File: config.mk
export PLATFORM = sky130hd
export DESIGN_NAME = reg_bank_reader_flat
export DESIGN_NICKNAME = d
export VERILOG_FILES = /design/src/rtl/reg_bank_reader_if.sv /design/src/rtl/reg_bank_reader.sv /design/src/flat_wrapper.sv
export SDC_FILE = /design/constraint.sdc
export NUM_CORES = 1
export LEC_CHECK = 0
export CAP_MARGIN = 15
export CORE_AREA = 5 5 144 146
export DETAILED_ROUTE_END_ITERATION = 7
export DIE_AREA = 0 0 149 151
export DONT_BUFFER_PORTS = 1
export HOLD_SLACK_MARGIN = 0.12
export PLACE_DENSITY = 0.55
export REMOVE_ABC_BUFFERS = 1
export SYNTH_ARGS = -nofsm -noshare
export SYNTH_HDL_FRONTEND = slang
export SYNTH_SLANG_ARGS = --single-unit
export TNS_END_PERCENT = 100
File: constraint.sdc
create_clock -name clk -period 1.8 [get_ports clk]
set_input_delay 0.36 -clock clk [delete_from_list [all_inputs] [get_ports clk]]
set_output_delay 0.36 -clock clk [all_outputs]
set_load 0.1 [all_outputs]
File: src/rtl/reg_bank_reader_if.sv
// rtl/reg_bank_reader_if.sv - read request/response handshake bundle for the register bank
interface reg_bank_reader_if #(
    parameter int DATA_W = 32,
    parameter int ADDR_W = 3
);
    logic              req_valid;
    logic              req_ready;
    logic [ADDR_W-1:0] req_addr;
    logic              rsp_valid;
    logic              rsp_ready;
    logic [DATA_W-1:0] rsp_data;
    logic              rsp_err;

    modport master (
        output req_valid,
        output req_addr,
        output rsp_ready,
        input  req_ready,
        input  rsp_valid,
        input  rsp_data,
        input  rsp_err
    );

    modport slave (
        input  req_valid,
        input  req_addr,
        input  rsp_ready,
        output req_ready,
        output rsp_valid,
        output rsp_data,
        output rsp_err
    );
endinterface

File: src/rtl/reg_bank_reader.sv
// rtl/reg_bank_reader.sv - control register bank with registered read responder
module reg_bank_reader #(
    parameter int                DATA_W   = 32,
    parameter int                ADDR_W   = 3,
    parameter int                NUM_REGS = 4,
    parameter logic [DATA_W-1:0] RST_REG0 = 32'h8080_8100
) (
    input  logic              clk,
    input  logic              rst_n,
    input  logic              wr_en,
    input  logic [ADDR_W-1:0] wr_addr,
    input  logic [DATA_W-1:0] wr_data,
    reg_bank_reader_if.slave  bus,
    output logic [15:0]       rd_count
);
    localparam int                IDX_W      = (NUM_REGS > 1) ? $clog2(NUM_REGS) : 1;
    localparam logic [ADDR_W-1:0] NUM_REGS_A = ADDR_W'(NUM_REGS);

    typedef enum logic {
        SLOT_EMPTY = 1'b0,
        SLOT_FULL  = 1'b1
    } slot_state_t;

    slot_state_t       state_q;
    slot_state_t       state_d;
    logic [DATA_W-1:0] regs [NUM_REGS];
    logic [DATA_W-1:0] rsp_data_q;
    logic              rsp_err_q;
    logic              req_ready_c;
    logic              accept;
    logic              rd_in_range;
    logic              wr_in_range;

    assign rd_in_range   = (bus.req_addr < NUM_REGS_A);
    assign wr_in_range   = (wr_addr < NUM_REGS_A);
    assign accept        = bus.req_valid & req_ready_c;

    assign bus.req_ready = req_ready_c;
    assign bus.rsp_valid = (state_q == SLOT_FULL);
    assign bus.rsp_data  = rsp_data_q;
    assign bus.rsp_err   = rsp_err_q;

    // Register bank: reset pattern, then in-range writes; out-of-range writes are dropped
    always_ff @(posedge clk or negedge rst_n) begin
        if (!rst_n) begin
            for (int i = 0; i < NUM_REGS; i++) begin
                regs[i] <= (i == 0) ? RST_REG0 : '0;
            end
        end else if (wr_en && wr_in_range) begin
            regs[wr_addr[IDX_W-1:0]] <= wr_data;
        end
    end

    // Response slot state register
    always_ff @(posedge clk or negedge rst_n) begin
        if (!rst_n) begin
            state_q <= SLOT_EMPTY;
        end else begin
            state_q <= state_d;
        end
    end

    // Slot next-state and request-ready; the slot can refill in the same cycle it drains
    always_comb begin
        state_d     = state_q;
        req_ready_c = 1'b1;
        case (state_q)
            SLOT_EMPTY: begin
                req_ready_c = 1'b1;
                if (bus.req_valid) begin
                    state_d = SLOT_FULL;
                end
            end
            SLOT_FULL: begin
                req_ready_c = bus.rsp_ready;
                if (bus.rsp_ready && !bus.req_valid) begin
                    state_d = SLOT_EMPTY;
                end
            end
            default: begin
                state_d     = SLOT_EMPTY;
                req_ready_c = 1'b1;
            end
        endcase
    end

    // Response payload captured on accept; the bank is sampled before any same-edge write lands
    always_ff @(posedge clk or negedge rst_n) begin
        if (!rst_n) begin
            rsp_data_q <= '0;
            rsp_err_q  <= 1'b0;
        end else if (accept) begin
            rsp_data_q <= rd_in_range ? regs[bus.req_addr[IDX_W-1:0]] : '0;
            rsp_err_q  <= !rd_in_range;
        end
    end

    // Accepted-request counter, errored requests included, wraps naturally
    always_ff @(posedge clk or negedge rst_n) begin
        if (!rst_n) begin
            rd_count <= '0;
        end else if (accept) begin
            rd_count <= rd_count + 16'd1;
        end
    end
endmodule

File: src/flat_wrapper.sv
// flat-port wrapper written by rule: the top's interface ports become plain ports
module reg_bank_reader_flat 
#(
    parameter int                DATA_W   = 32,
    parameter int                ADDR_W   = 3,
    parameter int                NUM_REGS = 4,
    parameter logic [DATA_W-1:0] RST_REG0 = 32'h8080_8100
)
  (clk, rst_n, wr_en, wr_addr, wr_data, rd_count, bus_req_valid, bus_req_addr, bus_rsp_ready, bus_req_ready, bus_rsp_valid, bus_rsp_data, bus_rsp_err);
  reg_bank_reader_if #(.DATA_W(DATA_W), .ADDR_W(ADDR_W)) bus_i ();
  input  logic clk;
  input  logic rst_n;
  input  logic wr_en;
  input  logic [ADDR_W-1:0] wr_addr;
  input  logic [DATA_W-1:0] wr_data;
  output logic [15:0] rd_count;
  input wire logic [$bits(bus_i.req_valid)-1:0] bus_req_valid;
  input wire logic [$bits(bus_i.req_addr)-1:0] bus_req_addr;
  input wire logic [$bits(bus_i.rsp_ready)-1:0] bus_rsp_ready;
  output wire logic [$bits(bus_i.req_ready)-1:0] bus_req_ready;
  output wire logic [$bits(bus_i.rsp_valid)-1:0] bus_rsp_valid;
  output wire logic [$bits(bus_i.rsp_data)-1:0] bus_rsp_data;
  output wire logic [$bits(bus_i.rsp_err)-1:0] bus_rsp_err;
  assign bus_i.req_valid = bus_req_valid;
  assign bus_i.req_addr = bus_req_addr;
  assign bus_i.rsp_ready = bus_rsp_ready;
  assign bus_req_ready = bus_i.req_ready;
  assign bus_rsp_valid = bus_i.rsp_valid;
  assign bus_rsp_data = bus_i.rsp_data;
  assign bus_rsp_err = bus_i.rsp_err;
  reg_bank_reader #(.DATA_W(DATA_W), .ADDR_W(ADDR_W), .NUM_REGS(NUM_REGS), .RST_REG0(RST_REG0)) u_core (.clk(clk), .rst_n(rst_n), .wr_en(wr_en), .wr_addr(wr_addr), .wr_data(wr_data), .bus(bus_i), .rd_count(rd_count));
endmodule
==> flow_summary.json <==
{
  "status": "finished, violations left",
  "violations": "hold timing",
  "pwr_density_cell_nw_per_um2": 1350,
  "wl_um": 15900,
  "cp-end-kind": "primary output",
  "cts_root_buf": "clkbuf_16",
  "drtIter0Drc": 150,
  "synthMuxAreaShare_pct": 28.8,
  "nFillCells": 1718,
  "synth-main-ff-cell": "dfrtp_1",
  "period_share_pct": 93.3,
  "yosysUniqueCellTypes": 31,
  "crit_path_frequent_cell": "buf_4",
  "io_buffer_count": 0,
  "ys_ff_latch": 178,
  "synthCells": 457,
  "slew_violations": 0,
  "start_util_pct": 39.2,
  "fmax_mhz": 595,
  "worst-setup-path-type": "register to primary output",
  "synth_top_family_by_area": "multiplexers",
  "row_count": 51,
  "gp_congestion": 0.682,
  "hold_viol_final": 178,
  "crit_path_cell_trace": "nand2b_2 > buf_4 > buf_4",
  "power.leakage_uw": 0.00395,
  "tritoncts": "built",
  "setup_viol": 0,
  "synth_edf_count": 0,
  "synth_top_cell_area_share_pct": 57.7,
  "die_w_um": 149,
  "insertion_delay_ns": 0.41,
  "setup_slack_ns": 0.121,
  "grt_max_degree": 179,
  "ir_drop_mv": 0.684,
  "crit_required_ns": 1.44,
  "grt_pass1_wl_um": 25800,
  "synth_fa_ha_area_share_pct": 0.166,
  "regArea_sq_um": 4460,
  "ant_nets": 0,
  "grt_usage_pct": 15.0,
  "max-clock-path-buffers": 2,
  "hold_path.class": "input port to asynchronous set/reset pin",
  "route.detailed.drc": 0,
  "yosys_warnings": 0,
  "fin_skew_ns": 0.00555,
  "syn_area_sq_um": 7550,
  "crit_fanout": 5,
  "synth_area_leaders": "dfrtp_1 58%, mux2_2 18%, mux4_2 9.0%, a22o_1 3.7%, dfstp_2 1.4%",
  "ys_seq_area_share_pct": 59.1,
  "gr-total-overflow": 0,
  "drive_gt1_share_pct": 45.4,
  "clk_pin_slew_ns": 0.06,
  "die_area_sq_um": 22500,
  "holdBufCountCts": 34,
  "slew_headroom_pct": 34.8,
  "vias_per_cell": 5.11,
  "syn2layout_area_growth_pct": 21.1,
  "pre_cts_slack_ns": 0.146,
  "cts_sinks": 178,
  "rsz0062_at_grt": "false",
  "whs_ns": -0.364,
  "hpwl_um": 9140,
  "synth-async-reset-ratio_pct": 100,
  "maxCapViolCount": 0,
  "vias": 4202,
  "synth.largest_area_cell": "dfrtp_1",
  "finalNetCount": 586,
  "avgSynthCellArea_sq_um": 16.5,
  "fin_crit_ns": 1.68,
  "cts_htree_levels": 4,
  "first_pass_iters": 4,
  "worst_slew_pin_slew_ns": 0.976,
  "crit_path_max_incr_delay_ns": 0.39,
  "synth-xor-area-share_pct": 1.74,
  "cts_buffers": 17,
  "synth_compound_area_share_pct": 3.71,
  "grt_pass1_vias": 4596,
  "arrival_ns": 1.32,
  "antenna_found_initial": 2,
  "core_sq_um": 19300,
  "tns_ns": 0,
  "die_h_um": 151,
  "num_io_pins": 94,
  "start_kind": "register",
  "multi_input_area_sq_um": 2890,
  "synth-simple-area-share_pct": 3.52,
  "wl_per_cell_um": 19.3,
  "crit_slowest_cell": "dfrtp_1"
}
## critical path: cells and delay by family (launching register included)
family / cells / cell delay, ns
buffers and inverters: 2 / 0.43
DFF: 1 / 0.39
and+or+nand+nor: 1 / 0.09
## cell families after synthesis
| family | count (synthesis) |
|---|---|
| and+or+nand+nor | 41 |
| buffers and inverters | 30 |
| muxes | 160 |
| AOI/OAI and AO/OA | 32 |
| adders and majority gates | 1 |
| xor gates and xnor gates | 15 |
| DFF | 178 |
## report_power, final
group / internal, uW / total, uW / switching [uW]
logic: 1250 / 3380 / 2120
registers: 4850 / 5270 / 417
clock network: 2270 / 3730 / 1460
total: 8380 / 12400 / 4000
## registers in the layout, indices dropped and copies added, names as in the netlist
name / cells
u_core.bus.rsp_err: 1
u_core.bus.rsp_valid: 1
u_core.rd_count: 16
u_core.regs: 128
u_core.bus.rsp_data: 32
## placed cells by master, fill, tap and decap left out, types with 2 or more instances in the layout
| master | synthesis | layout |
|---|---|---|
| inv_1 | 4 | 4 |
| buf_12 | 3 | 4 |
| nand4_1 | 2 | 2 |
| clkbuf_8 | 0 | 6 |
| clkinvlp_4 | 0 | 3 |
| a22o_1 | 32 | 32 |
| and4_1 | 2 | 2 |
| mux4_2 | 30 | 30 |
| buf_4 | 6 | 54 |
| xor2_1 | 5 | 5 |
| dfstp_2 | 4 | 4 |
| mux4_1 | 2 | 2 |
| clkbuf_16 | 0 | 17 |
| xnor2_1 | 10 | 10 |
| clkbuf_1 | 0 | 2 |
| diode_2 | 0 | 2 |
| mux2_1 | 9 | 9 |
| dlygate4sd3_1 | 0 | 34 |
| bufinv_16 | 0 | 2 |
| mux2_2 | 119 | 119 |
| nor2_4 | 0 | 3 |
| nand2_1 | 14 | 13 |
| nand3_1 | 7 | 6 |
| dfrtp_1 | 174 | 174 |
| nor2_1 | 5 | 4 |
## repair_timing
| action | CTS | global route |
|---|---|---|
| endpoints found under the hold margin | 308 | 178 |
| buffers inserted | 0 | 0 |
| endpoints found under the setup margin | 0 | 0 |
| gates resized for setup | 0 | 0 |
## synth_stat cells (all sizes together) (4+ instances only)
cell	n
nor2	7
nand2	14
mux2	128
mux4	32
buf	26
xor2	5
nand3	7
dfstp	4
a22o	32
dfrtp	174
xnor2	10
inv	4
## area by class of cell
cell class	count	area share, %
Multi-Input combinational cell	249	31.6
Clock inverter	7	1.05
Timing Repair Buffer	92	9.04
Sequential cell	178	48.8
Tap cell	265	3.63
Inverter	4	0.164
Clock buffer	25	5.64
Antenna cell	2	0.0548
## final timing paths
check                                                          end  depth (start not counted)                            from  slack (ns)
worst max register to register     u_core.rd_count[10]$_DFFE_PN0P_                          5  u_core.rd_count[1]$_DFFE_PN0P_        0.18
min in group clk                u_core.bus.rsp_data[9]$_DFFE_PN0P_                          2                 bus_req_addr[1]        0.24
worst max-delay path                                 bus_req_ready                          3  u_core.bus.rsp_valid$_DFF_PN0_        0.12
worst min register to register         u_core.regs[74]$_DFFE_PN0P_                          1     u_core.regs[74]$_DFFE_PN0P_        0.48
max in group asynchronous             u_core.regs[127]$_DFFE_PN1P_                          0                           rst_n        1.91
worst min-delay path            u_core.bus.rsp_data[0]$_DFFE_PN0P_                          0                           rst_n       -0.36
## metrics by stage
step	std cells	total power (uW)	util, %	cell area, sq um	hold WS [ns]
finish	822	12400	47.4	9140	-0.364
global route	822	13000	47.4	9140	-0.395
CTS	820	12600	47.4	9130	-0.385
detailed placement	754	8680	42.5	8180	0.0697
global placement	754	8560	42.5	8180	0.0722
floorplan	431	7940	-	7330	0.0644
## routing by layer
layer | GRT usage [%] | wire length [um] | vias to the layer above
met5 | 0 | 0 | -
met4 | 3.43 | 145 | 0
met3 | 5.18 | 1060 | 11
met2 | 23.7 | 7460 | 92
met1 | 20.1 | 7240 | 2223
li1 | - | - | 1876
Power figures use the tool's default switching activity.
